## src/rtl/wb_sequencer_pkg.sv

```systemverilog
// Shared types for the LC3 writeback sequencer.
//   wb_src_t      : writeback source select carried with each request
//   wb_req_t      : one pending writeback request as stored in the FIFO
//   head_state_t  : state of the in-order head controller
//   reg_mask()    : one-hot register mask used to build the scoreboard
package wb_sequencer_pkg;

  localparam int NUM_REGS = 8;

  typedef enum logic [1:0] {
    WB_ALU     = 2'd0,
    WB_PC      = 2'd1,
    WB_MEM     = 2'd2,
    WB_ILLEGAL = 2'd3
  } wb_src_t;

  typedef struct packed {
    logic [2:0] dr;
    wb_src_t    wctl;
    logic       we;
    logic       ind;
  } wb_req_t;

  // HEAD: deciding on the head entry; MEM1: waiting on a plain load;
  // IND1/IND2: waiting on the address and data reads of an indirect load.
  typedef enum logic [1:0] {
    HEAD,
    MEM1,
    IND1,
    IND2
  } head_state_t;

  function automatic logic [NUM_REGS-1:0] reg_mask(input logic [2:0] r);
    return {{(NUM_REGS-1){1'b0}}, 1'b1} << r;
  endfunction

endpackage

```

## src/rtl/wb_req_fifo.sv

```systemverilog
// Synchronous FIFO of pending writeback requests.
// Every slot and its valid bit are exported so the owner can build a
// register scoreboard without extra bookkeeping.
//   clock, reset : rising-edge clock, asynchronous active-high reset
//   push/push_req: write one request (caller guarantees !full)
//   pop          : drop the head entry (caller guarantees !empty)
//   head         : oldest entry
//   count        : occupancy, 0..DEPTH
//   full, empty  : occupancy flags
//   entries/valid: all slots and their occupancy bits
module wb_req_fifo
  import wb_sequencer_pkg::*;
#(
  parameter int DEPTH = 4
) (
  input  logic                     clock,
  input  logic                     reset,
  input  logic                     push,
  input  wb_req_t                  push_req,
  input  logic                     pop,
  output wb_req_t                  head,
  output logic [$clog2(DEPTH):0]   count,
  output logic                     full,
  output logic                     empty,
  output wb_req_t                  entries [DEPTH],
  output logic [DEPTH-1:0]         valid
);

  localparam int PTR_W = $clog2(DEPTH);

  logic [PTR_W-1:0] wr_ptr;
  logic [PTR_W-1:0] rd_ptr;

  always_ff @(posedge clock or posedge reset) begin
    if (reset) begin
      wr_ptr <= '0;
      rd_ptr <= '0;
      count  <= '0;
      valid  <= '0;
    end else begin
      // Pointers are PTR_W bits wide with DEPTH a power of two, so they wrap
      // modulo DEPTH on their own.
      if (push) begin
        wr_ptr        <= wr_ptr + 1'b1;
        valid[wr_ptr] <= 1'b1;
      end
      if (pop) begin
        rd_ptr        <= rd_ptr + 1'b1;
        valid[rd_ptr] <= 1'b0;
      end
      case ({push, pop})
        2'b10:   count <= count + 1'b1;
        2'b01:   count <= count - 1'b1;
        default: count <= count;
      endcase
    end
  end

  // NOTE: the payload array carries no reset; an entry's contents only
  // matter while its valid bit is set, and valid bits are reset above.
  always_ff @(posedge clock) begin
    if (push) entries[wr_ptr] <= push_req;
  end

  assign head  = entries[rd_ptr];
  assign full  = (count == (PTR_W+1)'(DEPTH));
  assign empty = (count == '0);

endmodule

```

## src/rtl/wb_sequencer.sv

```systemverilog
// In-order writeback controller for the LC3 writeback stage.
// Decoded requests queue in a small FIFO and retire strictly in program
// order; loads hold the head until memory reports completion (twice for
// an indirect load). A register scoreboard built from the queue lets
// decode stall on source-operand hazards.
//   clock, reset        : rising-edge clock, asynchronous active-high reset
//   issue_*             : request from decode, accepted when issue_ready
//   mem_complete        : one-cycle pulse, memory read finished for head
//   sr1, sr2 / hazard   : decode source registers and their hazard flag
//   reg_busy            : bit r set while a queued write targets r
//   enable_writeback,
//   W_control_in, dr    : registered write strobe toward the datapath
//   err                 : sticky protocol error (illegal select or stray
//                         mem_complete), cleared only by reset
module wb_sequencer
  import wb_sequencer_pkg::*;
#(
  parameter int DEPTH = 4
) (
  input  logic       clock,
  input  logic       reset,
  input  logic       issue_valid,
  output logic       issue_ready,
  input  logic [2:0] issue_dr,
  input  logic [1:0] issue_wctl,
  input  logic       issue_we,
  input  logic       issue_ind,
  input  logic       mem_complete,
  input  logic [2:0] sr1,
  input  logic [2:0] sr2,
  output logic       hazard,
  output logic [7:0] reg_busy,
  output logic       enable_writeback,
  output logic [1:0] W_control_in,
  output logic [2:0] dr,
  output logic       err
);

  localparam int PTR_W = $clog2(DEPTH);

  wb_req_t          issue_req;
  wb_req_t          head;
  wb_req_t          entries [DEPTH];
  logic [DEPTH-1:0] valid;
  logic [PTR_W:0]   count;
  logic             full;
  logic             empty;
  logic             push;
  logic             retire;
  logic             fresh;
  head_state_t      state;

  assign issue_ready = !full;
  assign push        = issue_valid && !full;

  // An illegal select is still queued to keep program order, but it never
  // writes the register file.
  always_comb begin
    issue_req.dr   = issue_dr;
    issue_req.wctl = wb_src_t'(issue_wctl);
    issue_req.we   = issue_we && (issue_wctl != WB_ILLEGAL);
    issue_req.ind  = issue_ind;
  end

  wb_req_fifo #(.DEPTH(DEPTH)) u_fifo (
    .clock    (clock),
    .reset    (reset),
    .push     (push),
    .push_req (issue_req),
    .pop      (retire),
    .head     (head),
    .count    (count),
    .full     (full),
    .empty    (empty),
    .entries  (entries),
    .valid    (valid)
  );

  // A request that lands directly at the head spends one cycle there before
  // the head controller acts on it; this is the stage boundary between
  // decode and writeback, and it gives the two-edge ALU latency.
  always_comb begin
    // NOTE: assign a default before the case so no path leaves retire
    // unassigned, which would otherwise infer a latch.
    retire = 1'b0;
    unique case (state)
      HEAD:       retire = !empty && !fresh && (head.wctl != WB_MEM);
      MEM1, IND2: retire = mem_complete;
      IND1:       retire = 1'b0;
      default:    retire = 1'b0;
    endcase
  end

  always_ff @(posedge clock or posedge reset) begin
    if (reset) begin
      state            <= HEAD;
      fresh            <= 1'b0;
      enable_writeback <= 1'b0;
      W_control_in     <= 2'd0;
      dr               <= 3'd0;
      err              <= 1'b0;
    end else begin
      // NOTE: state and outputs are registered with non-blocking
      // assignments so every read above sees the pre-edge values.
      enable_writeback <= 1'b0;
      if (retire) begin
        enable_writeback <= head.we;
        W_control_in     <= head.wctl;
        dr               <= head.dr;
      end

      // The pushed entry is the next head when the FIFO will otherwise be
      // empty after this edge.
      fresh <= push && (retire ? (count == (PTR_W+1)'(1)) : (count == '0));

      if ((push && (issue_wctl == WB_ILLEGAL)) || (mem_complete && (state == HEAD)))
        err <= 1'b1;

      unique case (state)
        HEAD: if (!empty && !fresh && (head.wctl == WB_MEM))
                state <= head.ind ? IND1 : MEM1;
        MEM1: if (mem_complete) state <= HEAD;
        IND1: if (mem_complete) state <= IND2;
        IND2: if (mem_complete) state <= HEAD;
        default: state <= HEAD;
      endcase
    end
  end

  // Popped entries drop out of valid at the pop edge, so a register is
  // already clear in the cycle its write strobe is visible.
  always_comb begin
    reg_busy = '0;
    for (int i = 0; i < DEPTH; i++) begin
      if (valid[i] && entries[i].we) reg_busy = reg_busy | reg_mask(entries[i].dr);
    end
  end

  assign hazard = reg_busy[sr1] | reg_busy[sr2];

endmodule

```

## config.mk

```make
export PLATFORM = sky130hd
export DESIGN_NAME = wb_sequencer
export DESIGN_NICKNAME = d
export VERILOG_FILES = /design/src/rtl/wb_sequencer_pkg.sv /design/src/rtl/wb_req_fifo.sv /design/src/rtl/wb_sequencer.sv
export SDC_FILE = /design/constraint.sdc
export NUM_CORES = 1
export LEC_CHECK = 0
export CORE_UTILIZATION = 25
export CTS_CLUSTER_SIZE = 25
export DETAILED_ROUTE_END_ITERATION = 8
export DONT_BUFFER_PORTS = 1
export PLACE_DENSITY = 0.45
export SLEW_MARGIN = 30
export SYNTH_ARGS = -nofsm -noshare
export SYNTH_HDL_FRONTEND = slang
export SYNTH_SLANG_ARGS = --single-unit
```

## constraint.sdc

```tcl
create_clock -name clock -period 3.2 [get_ports clock]
set_input_delay 0.48 -clock clock [delete_from_list [all_inputs] [get_ports clock]]
set_output_delay 0.48 -clock clock [all_outputs]
set_load 0.01 [all_outputs]
```

# == After elaboration in Yosys (flattened, before gate mapping) ==
# Cells that the tools add are included.
# totals
reg_bits,49
wordCells,119
# op_classes
n_addsub,4
magnitude_cmp,9
eq_ne,14
shifts,4
n_mux,29
bitwise_logic,9
reduce_logical,24
# op_table
cell,n
$mux 8,4
$shl 1x3->8 const A,4
$bwmux 28,1
$or 8x8->8,3
$mux 7,3
$logic_and 1x1->1,15
$bmux 7 s2,1
$demux 7 s2,1
$eq 2x2->1 const B,5
$lt 3x4->1 const B,2
$mux 2,4
$mux 4,2
$bmux 1 s3,2
$ge 3x3->1 const B,2
$lt 2x3->1 const B,2
$mux 1,6
$ne 2x2->1 const B,3
$not 2->3,2
$pmux 2 s3,1
$pmux 3 s2,1
$add 2x1->2 const B,2
$and 4x4->4,1
$demux 1 s2,2
$eq 2x1->1 const B,2
other kinds (18),22

# == Longest topological paths before layout ==
# depth
depth_word,11
mapped_depth,10

# == Hierarchy ==
# Synthesis repeated with hierarchy kept, for this count alone.
# hier_totals
cells_unflattened,184
area_unflattened_um2,2492.4
# modules_own_cells
module,instances,cells_each,area_per_inst_um2
wb_req_fifo,1,90,1605.3
wb_sequencer,1,94,887.1

# == Worst setup path before layout ==
# OpenSTA, ideal clock, no wires.
# synth_path
kind,reg-to-output
startpoint,"register, netlist name u_fifo.entries[25]"
endpoint,output port hazard
arrival_ns,1.844
required_ns,2.720
path_slack_ns,0.876
path_stages_with_launch,7
n_path_buf,0
path_cell_list,edfxtp_1 -> or3b_1 -> o2bb2ai_1 -> a211oi_1 -> mux4_1 -> mux2_2 -> nand2_1
# synth_via
elab_chain_len,11
word_cells_on_any_way,13
cone_classes,1 x shift; 8 x mux; 4 x bitwise
# synth_rtl
item,line,rtl
$shl 1x3->8 *,wb_sequencer_pkg.sv:34,"return {{(NUM_REGS-1){1'b0}}, 1'b1} << r;"
$mux 8 *,wb_sequencer.sv:135,if (valid[i] && entries[i].we) reg_busy = reg_busy | reg_mask(entries[i].dr);
$or 8x8->8,wb_sequencer.sv:135,
$mux 8 *,wb_sequencer.sv:135,
$or 8x8->8,wb_sequencer.sv:135,
$mux 8 *,wb_sequencer.sv:135,
$or 8x8->8,wb_sequencer.sv:135,
$mux 8 *,wb_sequencer.sv:135,
$bmux 1 s3,wb_sequencer.sv:139,assign hazard = reg_busy[sr1] | reg_busy[sr2];
$mux 1 (not written as such),wb_sequencer.sv:139,
$or 1x1->1 *,wb_sequencer.sv:139,
to (decl),wb_sequencer.sv:31,"output logic hazard,"
# Every way passes the cells marked *; elsewhere a longest branch is shown, timed or not. The select of a mux whose other input is x is not followed.

# == Worst setup path after layout ==
# layout_path
startpoint,"register, netlist name u_fifo.entries[25]"
endpoint,output port hazard
# layout_via
elab_chain_len,11
word_cells_on_any_way,13
cone_classes,1 x shift; 8 x mux; 4 x bitwise
# layout_rtl
item,line
$shl 1x3->8 *,wb_sequencer_pkg.sv:34
$mux 8 *,wb_sequencer.sv:135
$or 8x8->8,wb_sequencer.sv:135
$mux 8 *,wb_sequencer.sv:135
$or 8x8->8,wb_sequencer.sv:135
$mux 8 *,wb_sequencer.sv:135
$or 8x8->8,wb_sequencer.sv:135
$mux 8 *,wb_sequencer.sv:135
$bmux 1 s3,wb_sequencer.sv:139
$mux 1 (not written as such),wb_sequencer.sv:139
$or 1x1->1 *,wb_sequencer.sv:139
# Marked as above.

==> impl_metrics.toml <==
[setup_path]
cp_slowest_cell = "mux4_1"
critical-path-top-delay-family = "multiplexers"
start_kind = "flop"
cpPeakStageDelay_ps = 510
worstPathRequired_ps = 2720
arrival_ps = 2320
critPathMaxFanout = 5
cp_cell_sequence = "or3b_1 > o32ai_1 > a221oi_1 > mux4_1 > mux2_2 > nand2_1"
critPathBufInv = 0
regToRegSetupSlack_ps = 1050
cp-end-kind = "output port"
critical_path_class = "reg2out"

[clocking]
cts_buffers = 5
clock_path_buffers = 2
cts_tree = "built"
htreeDepth = 2
cts_resized = 0
clk_latency_ps = 300
clk_pin_slew_ps = 100
root_buffer = "clkbuf_8"
post_cts_buffers = 0
cts_sinks = 49
hold_buffers = 0

[run_status]
status = "finished, final reports clean"

[placement]
portBuffers = 0
routabilityCongestion = 0.846
dp.final_hpwl_um = 3790

[timing]
drv_slew = 0
setup_viol = 0
clock-skew-final_ps = 4.45
fmax_mhz = 357
tightest_slew_ps = 534
hold_viol = 0
min_period_ps = 2800
rsz0062_at_grt = "false"
timing.setup.tns_ps = 0
fin_crit_sh = 0.876
relSlewSlack = 0.641

[floorplanning]
start_util = 0.257
die_x_um = 102
die_area_sq_um = 10500
core_sq_um = 9770
die_h_um = 102
rows = 36
io_pins = 34

[layout]
layout_common_cells = "28 x edfxtp_1, 21 x dfrtp_1, 16 x inv_1"
drive_above_1_share = 0.146
antenna_cells = 0
fin_util = 0.283
areaGrowthSynthToFinish_pct = 9.91
final_common_cell = "edfxtp_1"
finalNetCount = 221
fillers = 1009

[power]
p_per_area_nw_per_um2 = 866
power_leakage_uw = 0.00108
irDropWorstVdd_uv = 200

[grt]
grt_max_degree = 22
grt_pass1_wl_um = 8200
antenna_found_initial = 0
grt_usage = 0.106
grt-ovfl-total = 0
grt_pass1_vias = 1470

[synthesis]
ys_types = 38
synthFlopType = "edfxtp_1"
syn-cell-area_sq_um = 2510
synth_edf_count = 28
postSynthCellCount = 185
synth_area_per_cell_sq_um = 13.6
synth_warnings = 0
postSynthRegisterBits = 49
syn-num-nets = 215
synthArstFlopShare = 0.429
seq_area_frac_synth = 0.544

[min_path]
min_path_type = "in2async"

[flow_run]
maxCapViolCount = 0

[detailed_routing]
dr.first_iter.drc_count = 53
detail-route-antenna-nets = 0
routedWlPerCell_um = 16.1
avgViaCountPerCell = 4.57
drc = 0
routed-via-count = 1485
drtPass1Iterations = 4
wl_um = 5230
-- area by class of cell --
type | instances | area, sq um | share of cell area
Multi-Input combinational cell | 116 | 1060 | 0.385
Clock buffer | 6 | 72.6 | 0.0263
Inverter | 17 | 63.8 | 0.0231
Timing Repair Buffer | 2 | 15.0 | 0.00543
Clock inverter | 2 | 13.8 | 0.00498
Tap cell | 133 | 166 | 0.0602
Sequential cell | 49 | 1370 | 0.495
-- logic make-up (layout without fill, tap and decap cells) --
family / after synthesis / in the layout / share of synthesized area
simple gates: 47 / 47 / 0.104
xor+xnor: 5 / 5 / 0.0174
buf+inv: 20 / 27 / 0.0328
mux: 20 / 20 / 0.143
flops: 49 / 49 / 0.544
compound gates: 31 / 31 / 0.0946
fa+ha+maj: 13 / 13 / 0.0647
-- state kept, by name, indices dropped and copies added (netlist names) --
signal and flops:
W_control_in 2, dr 3, enable_writeback 1, err 1, fresh 1, state 2
u_fifo.count 3, u_fifo.entries 28, u_fifo.rd_ptr 2, u_fifo.valid 4, u_fifo.wr_ptr 2
-- cells in the mapped netlist, drive strengths merged, types with 5 or more instances --
| library cell | n | area [sq um] |
|---|---|---|
| and3 | 9 | 56.3 |
| nor2 | 7 | 26.3 |
| xnor2 | 5 | 43.8 |
| nor2b | 5 | 38.8 |
| mux4 | 11 | 259 |
| edfxtp | 28 | 841 |
| dfrtp | 21 | 526 |
| ha | 13 | 163 |
| inv | 17 | 63.8 |
| nand2 | 11 | 41.3 |
| mux2 | 8 | 90.1 |
-- worst paths after layout --
check / startpoint / cells after the start / to
max: u_fifo.entries[25] / 6 / hazard
min: reset / 1 / state[0]
max reg2reg: u_fifo.rd_ptr[0] / 8 / u_fifo.count[2]
min reg2reg: u_fifo.count[1] / 2 / u_fifo.count[1]
max in group asynchronous: reset / 1 / dr[1]
min in group clock: mem_complete / 1 / state[0]
-- stage by stage --
step / std cells / instance area (sq um) / total power [uW] / hold WS, ps / worst slack (ps)
2_1_floorplan: 185 / 2510 / 1810 / 457 / 876
3_3_place_gp: 317 / 2680 / 2060 / 509 / 773
3_5_place_dp: 317 / 2680 / 2050 / 515 / 738
4_1_cts: 325 / 2760 / 2430 / 240 / 398
5_1_grt: 325 / 2760 / 2590 / 105 / 269
6_report: 325 / 2760 / 2390 / 68.1 / 397
-- report_power, final --
| part | switching [uW] | internal [uW] |
|---|---|---|
| registers | 168 | 883 |
| clock network | 216 | 156 |
| logic | 507 | 465 |
-- routing by layer --
| layer | global-route usage | share of wire | up-vias |
|---|---|---|---|
| met5 | 0 | 0 | - |
| met4 | 0.0363 | 0.013 | 0 |
| met3 | 0.0246 | 0.046 | 5 |
| met2 | 0.170 | 0.48 | 43 |
| met1 | 0.141 | 0.46 | 732 |
| li1 | - | - | 705 |
Power figures use the tool's default switching activity.
==> RTL change: new RTL, same flow settings <==
`DEPTH` is set to 4 in 2 places; all go to 2.
--- a/src/rtl/wb_req_fifo.sv
+++ b/src/rtl/wb_req_fifo.sv
@@ -11,7 +11,7 @@
 module wb_req_fifo
   import wb_sequencer_pkg::*;
 #(
-  parameter int DEPTH = 4
+  parameter int DEPTH = 2
 ) (
   input  logic                     clock,
   input  logic                     reset,
--- a/src/rtl/wb_sequencer.sv
+++ b/src/rtl/wb_sequencer.sv
@@ -15,7 +15,7 @@
 module wb_sequencer
   import wb_sequencer_pkg::*;
 #(
-  parameter int DEPTH = 4
+  parameter int DEPTH = 2
 ) (
   input  logic       clock,
   input  logic       reset,
Behaviour: not the same (Yosys sat finds a counterexample within 4 cycles, from zero or initial values and one cycle with reset high).
==> RTL change against the original RTL <==
  * Cell count fell by 33%
  * Total power is 36% lower
  * Non-clock buffer count shrank 1
  * Global-route usage up 0.80 points
  * Area after synthesis shrank 37%
  * Critical path depth decreased by 2
  * Routed wire length decreased by 34%
  * Worst setup slack better by 0.46 ns
  * Cell area decreased by 37%
  * Sequential cell count is 19 lower
  * Die area decreased by 37%
  * Highest routed layer unchanged
==> RTL change: results (changes against the original RTL) <==
- Routed vias: 1,108 (was 1,485)
- Flop2flop setup slack: 1.02 ns (was 1.05 ns)
- GPL Wtd Cong: 0.706 (was 0.846)
- Number of synthesized flops with an enable pin: 14 (was 28)
- Clk slew on worst S/H paths: 0.06 ns (was 0.10 ns)
- N_diodes: 0 (unchanged)
- GRT Util Overall: 0.114 (was 0.106)
- Seq/Total Area, Yosys: 0.520 (was 0.544)
- Leakage dissipation: 0.651 nW (was 1.08 nW)
- Peak supply drop: 0.241 mV (was 0.200 mV)
- Worst min path class: in -> async (unchanged)
- Fin nets: 164 (was 221)
- DPL Wire Length: 2.57 mm (was 3.79 mm)
- Max-slew headroom: 0.512 (was 0.641)
- Worst-Skew Late Latency: 0.27 ns (was 0.30 ns)
- DRT iter0 DRCs: 80 (was 53)
- Vias in the first global route: 1,165 (was 1,470)
- Critical path peak fanout: 11 (was 5)
- Regs by FF count: u_fifo.entries: 14 flops, dr: 3 flops (was u_fifo.entries: 28 flops, u_fifo.valid: 4 flops)
- Reg2reg path depth: 7 (was 8)
- Area after DPL: 1650 sq um (was 2680 sq um)
- Worst EP arrival: 1.86 ns (was 2.32 ns)
- Setup Buffers After CTS: 0 (unchanged)
- First-pass GRT wire length: 5.63 mm (was 8.20 mm)
- Final wirelength: 3.44 mm (was 5.23 mm)
- Final Skew: 0.00778 ns (was 0.00445 ns)
- Initial antenna violation count: 0 (unchanged)
- Status: completed (unchanged)
- Reg-to-Reg End: u_fifo.count[1] (was u_fifo.count[2])
- Synth async-reset ratio: 0.533 (was 0.429)
- Switch share: 0.383 (was 0.372)
- Top cells by area, synth: edfxtp_1, dfrtp_1, mux2i_1, xor2_1, ha_1 (was edfxtp_1, dfrtp_1, mux4_2, ha_1, mux2_2)
- Share of layout cells above drive strength 1: 0.0694 (was 0.146)
- Netlist cell types: 36 (was 38)
- Synth cell count leaders: dfrtp_1, edfxtp_1, mux2i_1 (was edfxtp_1, dfrtp_1, inv_1)
- Predominant post-synthesis flop cell: dfrtp_1 (was edfxtp_1)
- Largest net degree at the start of global routing: 17 (was 22)
- Reg2reg start: u_fifo.rd_ptr (was u_fifo.rd_ptr[0])
## RTL change: area by class of cell
cell class	count	area, sq um
clock buffers	6	72.6
clock inverters	2	8.76
fillers	611	4260
inverters	8	30.0
multi-input cells	97	702
flip-flops and latches	30	821
well taps	75	93.8
repair buffers	1	7.51
## RTL change: power by group through the flow
stage          Combinational (mW)  Clock (mW)  Sequential (mW)
6_report                    0.524       0.279            0.739
5_1_grt                     0.597       0.309            0.766
4_1_cts                     0.534       0.290            0.740
3_5_place_dp                0.530           0            0.748
3_3_place_gp                0.511           0            0.741
2_1_floorplan               0.487           0            0.664
## RTL change: kinds of logic (layout without fill, tap and decap cells)
logic type	Yosys count	after routing	share of synthesized area
fa+ha+maj	4	4	0.0317
mux	9	9	0.0571
simple gates	42	42	0.151
flops	30	30	0.520
compound gates	32	32	0.149
buf+inv	12	17	0.0357
xor+xnor	10	10	0.0555
## RTL change: worst max-delay path, stage by stage (launching register included)
cell and delay, ns:
edfxtp_1 0.56, or2_2 0.39, o22ai_1 0.34, o211ai_1 0.13
o2111ai_1 0.18
## RTL change: layer usage
metal  up-vias  GRT usage  wire (microns)
met5         -          0               0
met4         0     0.0482              36
met3         4     0.0400             217
met2        27      0.188            1730
met1       545      0.134            1460
li1        532          -               -
## RTL change: per-stage QoR
stage / cells / utilization / hold slack, ns / setup slack, ns
final: 219 / 0.290 / 0.174 / 0.857
after global routing: 219 / 0.290 / 0.226 / 0.741
after detailed placement: 211 / 0.276 / 0.472 / 1.05
after floorplan: 139 / - / 0.394 / 1.30
after global placement: 211 / 0.276 / 0.471 / 1.12
after CTS: 219 / 0.290 / 0.197 / 0.850
## RTL change: how the worst max path moves through the flow
stage                       startpoint               to  cells past startpoint
detailed placement       u_fifo.rd_ptr  u_fifo.count[1]                      7
finish              u_fifo.entries[12]           hazard                      4
floorplan           u_fifo.entries[12]           hazard                      5
CTS                 u_fifo.entries[12]           hazard                      4
global placement         u_fifo.rd_ptr  u_fifo.count[1]                      7
global route        u_fifo.entries[12]           hazard                      4
